[config.mk]
export PLATFORM = sky130hd
export DESIGN_NAME = midi_note_frontend_flat
export DESIGN_NICKNAME = d
export VERILOG_FILES = /design/src/rtl/midi_note_frontend_if.sv /design/src/rtl/midi_note_frontend.sv /design/src/flat_wrapper.sv
export SDC_FILE = /design/constraint.sdc
export NUM_CORES = 1
export LEC_CHECK = 0
export ABC_AREA = 1
export CELL_PAD_IN_SITES_DETAIL_PLACEMENT = 0
export CELL_PAD_IN_SITES_GLOBAL_PLACEMENT = 2
export CORE_AREA = 2 2 127 129
export CTS_CLUSTER_SIZE = 10
export DETAILED_ROUTE_END_ITERATION = 6
export DIE_AREA = 0 0 129 131
export DONT_BUFFER_PORTS = 1
export MAX_ROUTING_LAYER = met4
export PLACE_DENSITY_LB_ADDON = 0.25
export SYNTH_ARGS = -nofsm -noshare
export SYNTH_HDL_FRONTEND = slang
export SYNTH_SLANG_ARGS = --single-unit
[constraint.sdc]
create_clock -name clk -period 6.5 [get_ports clk]
set_clock_uncertainty 0.15 [all_clocks]
set_input_delay 1.3 -clock clk [delete_from_list [all_inputs] [get_ports clk]]
set_output_delay 1.3 -clock clk [all_outputs]
set_load 0.005 [all_outputs]
[src/rtl/midi_note_frontend_if.sv]
// midi_note_frontend_if: serial MIDI line in; decoded message and held-note outputs
//   midi_in   : async serial MIDI line, idle high
//   midi_data : last complete {status, data1, data2}
//   rx_dne    : one-cycle pulse per byte received with a valid stop bit
//   state     : receiver busy
//   reg_out   : held note {0, note, 0, velocity}, 0 = silent
//   pitch     : half-period of the held note in clk cycles
//   vel       : held velocity, zero-extended
interface midi_note_frontend_if;
   logic        midi_in;
   logic [23:0] midi_data;
   logic        rx_dne;
   logic        state;
   logic [15:0] reg_out;
   logic [23:0] pitch;
   logic [7:0]  vel;
   modport master (output midi_in, input midi_data, rx_dne, state, reg_out, pitch, vel);
   modport slave (input midi_in, output midi_data, rx_dne, state, reg_out, pitch, vel);
endinterface

[src/rtl/midi_note_frontend.sv]
// midi_note_frontend: MIDI UART receiver, running-status message assembly and note/pitch decode
//   clk : system clock
//   rst : asynchronous active-high reset
//   bus : midi_note_frontend_if.slave (midi_in in; midi_data, rx_dne, state, reg_out, pitch, vel out)
module midi_note_frontend #(
   parameter int CHANNEL  = 0,
   parameter int BAUD_DIV = 1600
) (
   input logic                 clk,
   input logic                 rst,
   midi_note_frontend_if.slave bus
);
   localparam int CW = $clog2(BAUD_DIV + 1);
   localparam logic [CW-1:0] FULL = CW'(BAUD_DIV - 1);
   localparam logic [CW-1:0] HALF = CW'(BAUD_DIV / 2 - 1);
   localparam logic [3:0] CH = 4'(CHANNEL);
   typedef enum logic [1:0] {IDLE, START, DATA, STOP} rx_state_t;
   logic [1:0] sync_q;
   logic rx_prev_q;
   rx_state_t st_q, st_d;
   logic [CW-1:0] cnt_q, cnt_d;
   logic [2:0] bit_q, bit_d;
   logic [7:0] sh_q, sh_d;
   logic stop_ok_q, stop_ok_d;
   logic dne_q, dne_d;
   logic [7:0] status_q, status_d, d1_q, d1_d;
   logic have_d1_q, have_d1_d;
   logic strobe_q, strobe_d;
   logic [23:0] data_q, data_d;
   logic [15:0] reg_q, reg_d;
   logic [23:0] pitch_q, pitch_d;
   logic [7:0] vel_q, vel_d;
   logic rx, fall;
   logic [6:0] note, held;
   logic ch_ok, is_on, is_off, vel_zero, load, clear;
   logic [3:0] oct, key;
   logic [21:0] base;
   assign rx   = sync_q[1];
   assign fall = rx_prev_q & ~rx;
   always_ff @(posedge clk or posedge rst) begin
      if (rst) begin
         sync_q    <= 2'b11;
         rx_prev_q <= 1'b1;
         st_q      <= IDLE;
         cnt_q     <= '0;
         bit_q     <= '0;
         sh_q      <= '0;
         stop_ok_q <= 1'b0;
         dne_q     <= 1'b0;
         status_q  <= '0;
         d1_q      <= '0;
         have_d1_q <= 1'b0;
         strobe_q  <= 1'b0;
         data_q    <= '0;
         reg_q     <= '0;
         pitch_q   <= '0;
         vel_q     <= '0;
      end else begin
         sync_q    <= {sync_q[0], bus.midi_in};
         rx_prev_q <= rx;
         st_q      <= st_d;
         cnt_q     <= cnt_d;
         bit_q     <= bit_d;
         sh_q      <= sh_d;
         stop_ok_q <= stop_ok_d;
         dne_q     <= dne_d;
         status_q  <= status_d;
         d1_q      <= d1_d;
         have_d1_q <= have_d1_d;
         strobe_q  <= strobe_d;
         data_q    <= data_d;
         reg_q     <= reg_d;
         pitch_q   <= pitch_d;
         vel_q     <= vel_d;
      end
   end
   // Receiver: START samples mid-bit, then every full bit period lands mid-bit.
   // After a good stop sample we stay busy for the rest of the stop bit, but a
   // new falling edge there is taken straight away as the next start bit.
   always_comb begin
      st_d      = st_q;
      cnt_d     = cnt_q + CW'(1);
      bit_d     = bit_q;
      sh_d      = sh_q;
      stop_ok_d = stop_ok_q;
      dne_d     = 1'b0;
      case (st_q)
         IDLE: begin
            cnt_d     = '0;
            stop_ok_d = 1'b0;
            st_d      = fall ? START : IDLE;
         end
         START: if (cnt_q == HALF) begin
            cnt_d = '0;
            bit_d = '0;
            st_d  = rx ? IDLE : DATA;
         end
         DATA: if (cnt_q == FULL) begin
            cnt_d = '0;
            sh_d  = {rx, sh_q[7:1]};
            bit_d = bit_q + 3'd1;
            st_d  = (bit_q == 3'd7) ? STOP : DATA;
         end
         STOP: if (stop_ok_q) begin
            if (fall) begin
               st_d      = START;
               cnt_d     = '0;
               stop_ok_d = 1'b0;
            end else if (cnt_q == HALF) begin
               st_d      = IDLE;
               stop_ok_d = 1'b0;
            end
         end else if (cnt_q == FULL) begin
            cnt_d     = '0;
            stop_ok_d = rx;
            dne_d     = rx;
            st_d      = rx ? STOP : IDLE;
         end
         default: st_d = IDLE;
      endcase
   end
   // Message assembly with running status; real-time bytes pass through untouched.
   always_comb begin
      status_d  = status_q;
      d1_d      = d1_q;
      have_d1_d = have_d1_q;
      strobe_d  = 1'b0;
      data_d    = data_q;
      if (dne_q) begin
         if (sh_q[7:3] == 5'b11110) begin
            status_d  = '0;
            have_d1_d = 1'b0;
         end else if (sh_q[7:4] != 4'hF && sh_q[7]) begin
            status_d  = sh_q;
            have_d1_d = 1'b0;
         end else if (!sh_q[7] && status_q[7]) begin
            d1_d      = have_d1_q ? d1_q : sh_q;
            have_d1_d = !have_d1_q;
            strobe_d  = have_d1_q;
            data_d    = have_d1_q ? {status_q, d1_q, sh_q} : data_q;
         end
      end
   end
   assign note     = data_q[14:8];
   assign held     = reg_q[14:8];
   assign ch_ok    = data_q[19:16] == CH;
   assign is_on    = data_q[23:20] == 4'h9;
   assign is_off   = data_q[23:20] == 4'h8;
   assign vel_zero = ~|data_q[6:0];
   assign load     = strobe_q & ch_ok & is_on & ~vel_zero;
   assign clear    = strobe_q & ch_ok & (is_off | (is_on & vel_zero)) & (note == held);
   assign reg_d    = clear ? '0 : load ? {1'b0, note, 1'b0, data_q[6:0]} : reg_q;
   assign oct      = 4'(held / 7'd12);
   assign key      = 4'(held % 7'd12);
   // Half-periods of octave 0 (notes 0..11) at 50 MHz; higher octaves halve per octave.
   always_comb begin
      base = 22'd0;
      case (key)
         4'd0:  base = 22'd3057805;
         4'd1:  base = 22'd2886184;
         4'd2:  base = 22'd2724195;
         4'd3:  base = 22'd2571297;
         4'd4:  base = 22'd2426982;
         4'd5:  base = 22'd2290766;
         4'd6:  base = 22'd2162195;
         4'd7:  base = 22'd2040840;
         4'd8:  base = 22'd1926297;
         4'd9:  base = 22'd1818182;
         4'd10: base = 22'd1716135;
         4'd11: base = 22'd1619816;
         default: base = 22'd0;
      endcase
   end
   assign pitch_d = |reg_q ? {2'b00, base} >> oct : '0;
   assign vel_d   = |reg_q ? {1'b0, reg_q[6:0]} : '0;
   assign bus.midi_data = data_q;
   assign bus.rx_dne    = dne_q;
   assign bus.state     = st_q != IDLE;
   assign bus.reg_out   = reg_q;
   assign bus.pitch     = pitch_q;
   assign bus.vel       = vel_q;
endmodule

[src/flat_wrapper.sv]
// flat-port wrapper written by rule: the top's interface ports become plain ports
module midi_note_frontend_flat 
#(
   parameter int CHANNEL  = 0,
   parameter int BAUD_DIV = 1600
)
  (clk, rst, bus_midi_in, bus_midi_data, bus_rx_dne, bus_state, bus_reg_out, bus_pitch, bus_vel);
  midi_note_frontend_if bus_i ();
  input logic clk;
  input logic rst;
  input wire logic [$bits(bus_i.midi_in)-1:0] bus_midi_in;
  output wire logic [$bits(bus_i.midi_data)-1:0] bus_midi_data;
  output wire logic [$bits(bus_i.rx_dne)-1:0] bus_rx_dne;
  output wire logic [$bits(bus_i.state)-1:0] bus_state;
  output wire logic [$bits(bus_i.reg_out)-1:0] bus_reg_out;
  output wire logic [$bits(bus_i.pitch)-1:0] bus_pitch;
  output wire logic [$bits(bus_i.vel)-1:0] bus_vel;
  assign bus_i.midi_in = bus_midi_in;
  assign bus_midi_data = bus_i.midi_data;
  assign bus_rx_dne = bus_i.rx_dne;
  assign bus_state = bus_i.state;
  assign bus_reg_out = bus_i.reg_out;
  assign bus_pitch = bus_i.pitch;
  assign bus_vel = bus_i.vel;
  midi_note_frontend #(.CHANNEL(CHANNEL), .BAUD_DIV(BAUD_DIV)) u_core (.clk(clk), .rst(rst), .bus(bus_i));
endmodule
; Word level (Yosys, flattened, before mapping)
; Memory sizes are Yosys's and may differ from the RTL's.
; Index checks and enable logic that the tools add are counted.
[classes]
addsub = 2
n_mul = 0
div_mod_pow = 2
n_lt_le_gt_ge = 0
n_eq_ne = 15
shifts = 1
muxes = 39
bitwise = 12
reduce_logical = 22
[op_table]
columns = op, n
row1 = 2-to-1 mux 11 bit, 4
row2 = case mux 11 bit (4 select lines), 1
row3 = 2-to-1 mux 16 bit, 2
row4 = 2-to-1 mux 24 bit, 1
row5 = >> shifter 22 x 4 -> 24 bit, 1
row6 = 2-to-1 mux 2 bit, 8
row7 = 2-to-1 mux 8 bit, 2
row8 = OR reduction 16 bit, 1
row9 = 2-to-1 mux 1 bit, 15
row10 = adder 11 x 1 -> 11 bit (second input constant), 1
row11 = equality test 11 x 10 -> 1 bit (second input constant), 1
row12 = equality test 11 bit (second input constant), 1
row13 = AND reduction 5 bit, 2
row14 = nonzero test 2 bit, 5
row15 = equality test 4 bit (second input constant), 2
row16 = != test 4 bit (second input constant), 2
row17 = case mux 2 bit (4 select lines), 1
row18 = bitwise AND 1 bit, 7
row19 = divider 7 x 4 -> 7 bit (second input constant), 1
row20 = equality test 7 bit, 1
row21 = remainder unit 7 x 4 -> 7 bit (second input constant), 1
row22 = 2-to-1 mux 7 bit, 1
row23 = OR reduction 7 bit, 1
row24 = 2-to-1 mux 3 bit, 2
row25 = 19 further kinds, 29
[totals]
regBits = 118
latch_bits = 0
mem_bits_rw = 0
rom_bits = 352
output_inout_bits = 74
wordCells = 110
mem_count = 1
[mem_list]
columns = name, depth, word_bits, rd, rd_ports_with_merged_regs, wr, line
row1 = (name not given), 16, 22, 1, 0, 0, midi_note_frontend.sv:158  ; case (key)

; Longest topological paths before layout
; Gate-level depths: netlist of run 1.
[depth]
ltp_word = 7
depth_mapped = 23
mapped_depth_nobuf = 22

; Least setup slack after synthesis of run 1
; No wires, ideal clock.
[synth_path]
path_type = flip-flop to flip-flop
from = register u_core.reg_q[13] (netlist: u_core.bus.reg_out[13])
to = register u_core.pitch_q[7] (netlist: u_core.bus.pitch[7])
setup_ps = 117
arrival_time_ps = 2124
required_ps = 6233
setup_slack_ps = 4109
stages_incl_launch_ff = 19
path_buffers = 3
synth_period_minus_slack_ps = 2391
cell_sequence = dfrtp_1 -> buf_2 -> inv_1 -> nand2_2 -> o21ai_1 -> nand3_1 -> a21o_1 -> buf_6 -> nand2_2 -> buf_6 -> inv_2 -> o21ai_1 -> inv_1 -> nand2_1 -> nand2_1 -> nand3_1 -> nand2_1 -> nor2_1 -> nor2_1
[synth_via]
elab_chain_cells = 4
[synth_rtl]
columns = element, line
row1 = start: declaration, midi_note_frontend.sv:30  ; logic [15:0] reg_q, reg_d;
row2 = start signal: assignment, midi_note_frontend.sv:72  ; reg_q <= reg_d;
row3 = remainder unit 7 x 4 -> 7 bit, midi_note_frontend.sv:154  ; assign key = 4'(held % 7'd12);
row4 = memory (16 x 22 bit), n/a
row5 = >> shifter 22 x 4 -> 24 bit, midi_note_frontend.sv:174  ; assign pitch_d = |reg_q ? {2'b00, base} >> oct : '0;
row6 = 2-to-1 mux 24 bit *, midi_note_frontend.sv:174
row7 = via u_core.pitch_d[7], midi_note_frontend.sv:31  ; logic [23:0] pitch_q, pitch_d;
row8 = end signal: assignment, midi_note_frontend.sv:73  ; pitch_q <= pitch_d;
row9 = end: declaration, midi_note_frontend.sv:31
; The timed path passes the listed nets; every way through them passes the cells marked *.
; A chain may end at the register's enable or synchronous reset.

; Worst setup path in the final report of run 1
[layout_path]
from = register u_core.reg_q[14] (netlist: u_core.bus.reg_out[14])
to = register u_core.pitch_q[12] (netlist: u_core.bus.pitch[12])
; Same word-level chain as after synthesis.

==> results.py, run 1 <==
metrics = {
    "setup_path": {
        "crit_buf_inv": 3,
        "reg2reg_slack_ns": 2.94,
        "crit_end": "u_core.bus.pitch[12]",
        "cp_num_cells": 17,
        "r2r-start": "u_core.bus.reg_out[14]",
        "r2r_end": "u_core.bus.pitch[12]",
        "crit_family": "simple AND/OR/NAND/NOR gates",
        "max_stage_delay_ns": 0.55,
        "rr_worst_depth": 17,
        "crit_type": "reg2reg",
        "cp_slowest_cell": "nand2_1",
        "cpMostUsedCell": "nand2_1",
        "worstSetupStartpointType": "register",
        "worstPathMaxFanout": 23,
        "cp_cell_sequence": "inv_1, nand3_2, nand2_4, nand2_1, nand2_1, nand2_1, nand2_1, nand2_2, inv_1, nand2_1, nand2_1, inv_1, nand3_1, nand3_1, nand3_1, nand3_1, and2_1",
        "required_ns": 6.64,
        "cp.arrival_ns": 3.70,
        "end_kind": "register",
        "startpoint": "u_core.bus.reg_out[14]",
    },
    "logic_synthesis": {
        "ys.flop_type": "dfrtp_1",
        "synth_cell_types": 38,
        "synth.most_common_cell": "nand2_1",
        "synth-edff-count": 0,
        "ys_seq_area_share_pct": 47.2,
        "ys_top_cells_by_area": "dfrtp_1 46%, nand2_1 12%, nand3_1 12%",
        "yosysWarnings": 0,
        "synth_area_um2": 6050,
        "yosys.area.top_type_share_pct": 45.9,
        "synth_cells": 791,
        "synth_common_cells": "193 x nand2_1, 141 x nand3_1, 111 x dfrtp_1",
        "ys_async_sr_fraction_pct": 100,
        "ys_ff_latch": 114,
        "yosys.area.top_type": "dfrtp_1",
        "synth_area_per_cell_um2": 7.65,
    },
    "clock_tree": {
        "cts_hold_buf": 0,
        "insertion_delay_ns": 0.41,
        "cts_root_buf": "clkbuf_16",
        "cts_buffers": 17,
        "cts_tree": "built",
        "ctsLongestPathBuffers": 2,
        "post_cts_buffers": 0,
        "htree_levels": 4,
        "cts-resized-gates": 0,
        "clock-sinks": 114,
        "clk_pin_slew_ns": 0.05,
    },
    "global_route": {
        "grt-ovfl-total": 0,
        "grtUsageTotal_pct": 20.3,
        "grt_pass1_vias": 4783,
        "grt_pass1_wl_mm": 25.3,
        "antenna_found_initial": 0,
        "grt_max_degree": 61,
    },
    "routing": {
        "first_pass_iters": 5,
        "wl_mm": 15.5,
        "drc": 0,
        "vias_per_cell": 4.98,
        "drtIter0Drc": 412,
        "vias": 5008,
        "antenna_left": 0,
        "routedWlPerCell_um": 15.4,
    },
    "cells_and_area": {
        "syn2layout_area_growth_pct": 12.6,
        "drive_gt1_share_pct": 6.46,
        "nets": 797,
        "finish.instance_area_um2": 6820,
        "antenna_cells": 0,
        "layout.cells.non_filler": 1006,
    },
    "sta": {
        "hold_slack_ns": 0.199,
        "period_minus_slack_ns": 3.56,
        "hold_violations": 0,
        "max_freq_mhz": 281,
        "fin_crit_sh_pct": 54.7,
        "setup_viol": 0,
        "rsz0062_at_grt": "no",
        "relSlewSlack_pct": 30.7,
        "worst_pin_slew_ns": 1.04,
        "tns_ns": 0,
        "maxSlewViolCount": 0,
    },
    "power_and_ir_drop": {
        "p_leak_nw": 3.48,
        "ir_drop_mv": 0.179,
        "pwr_density_cell_nw_per_um2": 268,
    },
    "floorplanning": {
        "ioPinCount": 77,
        "initial_core_util_pct": 38.8,
        "die_area_um2": 16900,
        "dieWidth_um": 129,
        "fp-row-count": 46,
        "core_area_um2": 15600,
        "fp.dieH_um": 131,
    },
    "placement": {
        "placed_area_um2": 6170,
        "dp.cells": 975,
        "io_buffers": 0,
        "place_congestion": 0.869,
        "place_hpwl_mm": 11.3,
    },
    "min_path": {
        "hold_path_class": "reg2reg",
    },
    "status": {
        "status": "finished clean",
    },
    "flow_run": {
        "cap_violations": 0,
    },
}
## cells by family (layout without fill, tap and decap cells)
group,count (synthesis),after routing,synth area share [%]
simple gates,406,406,29.7
buf+inv,151,146,10.1
flops,114,114,47.2
compound gates,95,95,8.44
fa+ha+maj,16,16,3.31
xor+xnor,8,8,1.16
other cells,1,5,0.0620
## flip-flops by register name, summed over array words and instances (netlist names), 2 cells and up
signal,flops
u_core.bit_q,3
u_core.bus.midi_data,24
u_core.bus.pitch,22
u_core.bus.reg_out,14
u_core.bus.vel,7
u_core.cnt_q,11
u_core.d1_q,8
u_core.sh_q,8
u_core.st_q,2
u_core.status_q,8
u_core.sync_q,2
## power by group
part	switching [W]	internal, W	total, W	leakage (nW)
Combinational	0.0000549	0.0000196	0.0000746	1.59
Sequential	0.00000861	0.000721	0.000730	1.58
Clock	0.000323	0.000698	0.00102	0.306
Total	0.000386	0.00144	0.00182	3.48
## stage by stage
stage | util (%) | total power (W) | setup WS [ns]
floorplan | - | 0.000800 | 2.04
detailed placement | 39.6 | 0.000817 | 2.99
global route | 43.7 | 0.00190 | 2.55
CTS | 43.7 | 0.00185 | 2.95
finish | 43.7 | 0.00182 | 2.94
global placement | 39.6 | 0.000816 | 3.03
## worst register-to-register path, delay by kind of cell, from the launching register on
| kind | cells | cell delay [ns] |
|---|---|---|
| buffers and inverters | 3 | 0.69 |
| DFF | 1 | 0.46 |
| and+or+nand+nor | 14 | 2.13 |
## layout by cell type (no fill, tap or decap), drive strengths merged, types with 9 or more instances in the layout
| cell | count |
|---|---|
| nand2 | 198 |
| nand3 | 143 |
| dfrtp | 111 |
| inv | 111 |
| o21ai | 75 |
| nor2 | 37 |
| clkbuf | 22 |
| ha | 16 |
| nor3 | 11 |
| a21oi | 9 |
## area by class of cell
cell class              count  area [µm²]
repair buffers              3        22.5
flip-flops and latches    114        2860
fillers                  1585        8780
inverters                 112         423
clock inverters             9         179
clock buffers              22         464
multi-input cells         530        2600
well taps                 216         270
## how the worst min path moves through the flow
stage,from,to,depth (start not counted)
floorplan,u_core.sync_q[0],u_core.sync_q[1],0
global route,u_core.sync_q[0],u_core.sync_q[1],0
global placement,u_core.sync_q[0],u_core.sync_q[1],0
CTS,u_core.sync_q[0],u_core.sync_q[1],0
detailed placement,u_core.sync_q[0],u_core.sync_q[1],0
finish,u_core.sync_q[0],u_core.sync_q[1],0
## routing by layer
metal	GRT usage, %	part of all wire (%)	vias up
li1	-	-	2522
met1	22.9	43	2345
met3	5.70	4.8	31
met4	8.12	2.8	0
met5	-	0	-
met2	34.2	50	110
Note: power is estimated with default switching activity, not from simulation.
==> run 2, diff against run 1 <==
Settings changed: CORE_AREA 2 2 127 129 to 2 2 139 141, DIE_AREA 0 0 129 131 to 0 0 141 143.
Clock period 6.5 ns to 2.9 ns, I/O delays scaled along.
==> results.py, run 2 (synthesis gave the netlist of run 1 again) <==
metrics = {
    "status": {
        "status": "finished clean",
    },
    "floorplanning": {
        "initial_core_util_pct": 32.6,
        "ioPinCount": 77,
        "dieWidth_um": 141,
        "fp.dieH_um": 143,
        "fp-row-count": 50,
        "core_area_um2": 18600,
        "die_area_um2": 20200,
    },
    "setup_path": {
        "crit_type": "reg2reg",
        "worstSetupStartpointType": "register",
        "required_ns": 3.06,
        "end_kind": "register",
        "startpoint": "u_core.bus.reg_out[14]",
        "worstPathMaxFanout": 10,
        "r2r-start": "u_core.bus.reg_out[14]",
        "cp.arrival_ns": 2.82,
    },
    "routing": {
        "routedWlPerCell_um": 16.1,
        "wl_mm": 16.8,
        "vias": 5122,
        "antenna_left": 0,
        "drc": 0,
        "drtIter0Drc": 441,
        "vias_per_cell": 4.90,
        "first_pass_iters": 6,
    },
    "global_route": {
        "grt-ovfl-total": 0,
        "antenna_found_initial": 0,
        "grtUsageTotal_pct": 17.9,
        "grt_max_degree": 115,
        "grt_pass1_vias": 5000,
        "grt_pass1_wl_mm": 27.0,
    },
    "placement": {
        "place_congestion": 0.826,
        "dp.cells": 1010,
        "place_hpwl_mm": 12.1,
        "io_buffers": 0,
        "placed_area_um2": 6340,
    },
    "clock_tree": {
        "post_cts_buffers": 0,
        "cts_tree": "built",
        "cts_buffers": 17,
        "ctsLongestPathBuffers": 2,
        "clock-sinks": 114,
        "clk_pin_slew_ns": 0.06,
        "insertion_delay_ns": 0.42,
        "htree_levels": 4,
        "cts_root_buf": "clkbuf_16",
    },
    "cells_and_area": {
        "final_common_cell": "nand2_1",
        "syn2layout_area_growth_pct": 15.3,
        "multi_input_area_um2": 2610,
        "layout.cells.non_filler": 1045,
        "regArea_um2": 2860,
        "nFillCells": 1916,
        "finish.instance_area_um2": 6980,
        "largest_register_ffs": 24,
        "layout_common_cells": "190 x nand2_1, 141 x nand3_1, 111 x dfrtp_1, 105 x inv_1, 64 x o21ai_0",
        "antenna_cells": 0,
        "final_core_util_pct": 37.5,
        "drive_gt1_share_pct": 9.62,
        "nets": 817,
    },
    "power_and_ir_drop": {
        "p_int_w": 0.00296,
        "p_sw_share_pct": 24.5,
        "clkPwrFrac_pct": 53.9,
        "seqPwrFrac_pct": 41.7,
        "pwr_density_cell_nw_per_um2": 562,
        "p_leak_nw": 3.55,
        "p_comb_share_pct": 4.3,
        "ir_drop_mv": 0.393,
        "power_switching_w": 0.000959,
    },
    "flow_run": {
        "cap_violations": 0,
    },
    "sta": {
        "rsz0062_at_grt": "no",
        "tns_ns": 0,
        "worst_pin_slew_ns": 0.746,
        "setup_viol": 0,
        "fin_crit_sh_pct": 91.9,
        "relSlewSlack_pct": 50.2,
        "maxSlewViolCount": 0,
        "max_freq_mhz": 375,
        "hold_violations": 0,
        "hold_slack_ns": 0.0193,
        "period_minus_slack_ns": 2.66,
    },
    "min_path": {
        "hold_path_class": "in2async",
    },
}
[run 2: cell types whose count changed in the layout (fill, tap and decap cells not counted), moves of 3 or more]
cell | before | now
bufinv_16 | 5 | 2
clkbuf_1 | 3 | 0
inv_6 | 0 | 6
nand2_1 | 193 | 190
clkinvlp_4 | 2 | 6
buf_4 | 3 | 18
[run 2: stage by stage]
stage               setup WS (ns)  total power, W
floorplan                   0.509         0.00179
global route               0.0270         0.00407
finish                      0.236         0.00392
CTS                         0.155         0.00397
global placement            0.205         0.00183
detailed placement          0.171         0.00184
[run 2: area by class of cell]
cell class | instances | share of cell area (%)
clock buffers | 18 | 6.30
clock inverters | 14 | 2.17
inverters | 112 | 6.17
multi-input cells | 530 | 37.5
flip-flops and latches | 114 | 41.0
well taps | 234 | 4.20
repair buffers | 21 | 2.53
repair inverters | 2 | 0.215
[run 2: timing repair]
action | 4_1_cts | 5_1_grt
hold endpoints to repair | 1 | 0
hold buffers | 1 | 0
gates resized for setup | 0 | 10
endpoints found under the setup margin | 0 | 15
[run 2: power groups by stage]
| stage | sequential [W] | combinational, W | clock [W] |
|---|---|---|---|
| 3_3_place_gp | 0.00166 | 0.000168 | 0 |
| 5_1_grt | 0.00164 | 0.000203 | 0.00223 |
| 6_report | 0.00164 | 0.000170 | 0.00211 |
| 2_1_floorplan | 0.00166 | 0.000134 | 0 |
| 3_5_place_dp | 0.00166 | 0.000174 | 0 |
| 4_1_cts | 0.00163 | 0.000175 | 0.00216 |
[run 2: path summary, 6_finish.rpt]
| kind | to | slack [ns] | cells past startpoint |
|---|---|---|---|
| max in group asynchronous | u_core.bus.vel[0] | 2.04 | 2 |
| max reg2reg | u_core.bus.pitch[12] | 0.24 | 19 |
| max | u_core.bus.pitch[12] | 0.24 | 19 |
| min | u_core.bus.midi_data[16] | 0.02 | 2 |
| min in group clk | u_core.sync_q[1] | 0.21 | 0 |
| min reg2reg | u_core.sync_q[1] | 0.21 | 0 |
[run 2: critical path, cell delays in order (launching register included)]
cell and delay, ns:
dfrtp_1 0.42, inv_1 0.10, nand3_2 0.11, nand2_4 0.08, nand2_1 0.06, nand2_1 0.09, nand2_1 0.05, nand2_1 0.08
nand2_2 0.08, inv_1 0.06, nand2_1 0.08, nand2_2 0.21, clkinvlp_4 0.26, nand2_1 0.15, nand2_1 0.06, nand2_1 0.07
nand2_1 0.07, nand2_1 0.08, nand3_1 0.10, and2_1 0.18
[run 2: layer usage]
layer | track usage (%) | share of wire [%] | up-vias
met2 | 28.9 | 49 | 101
li1 | - | - | 2552
met4 | 6.68 | 2.3 | 0
met1 | 21.4 | 45 | 2441
met3 | 5.00 | 4.1 | 28
met5 | - | 0 | -
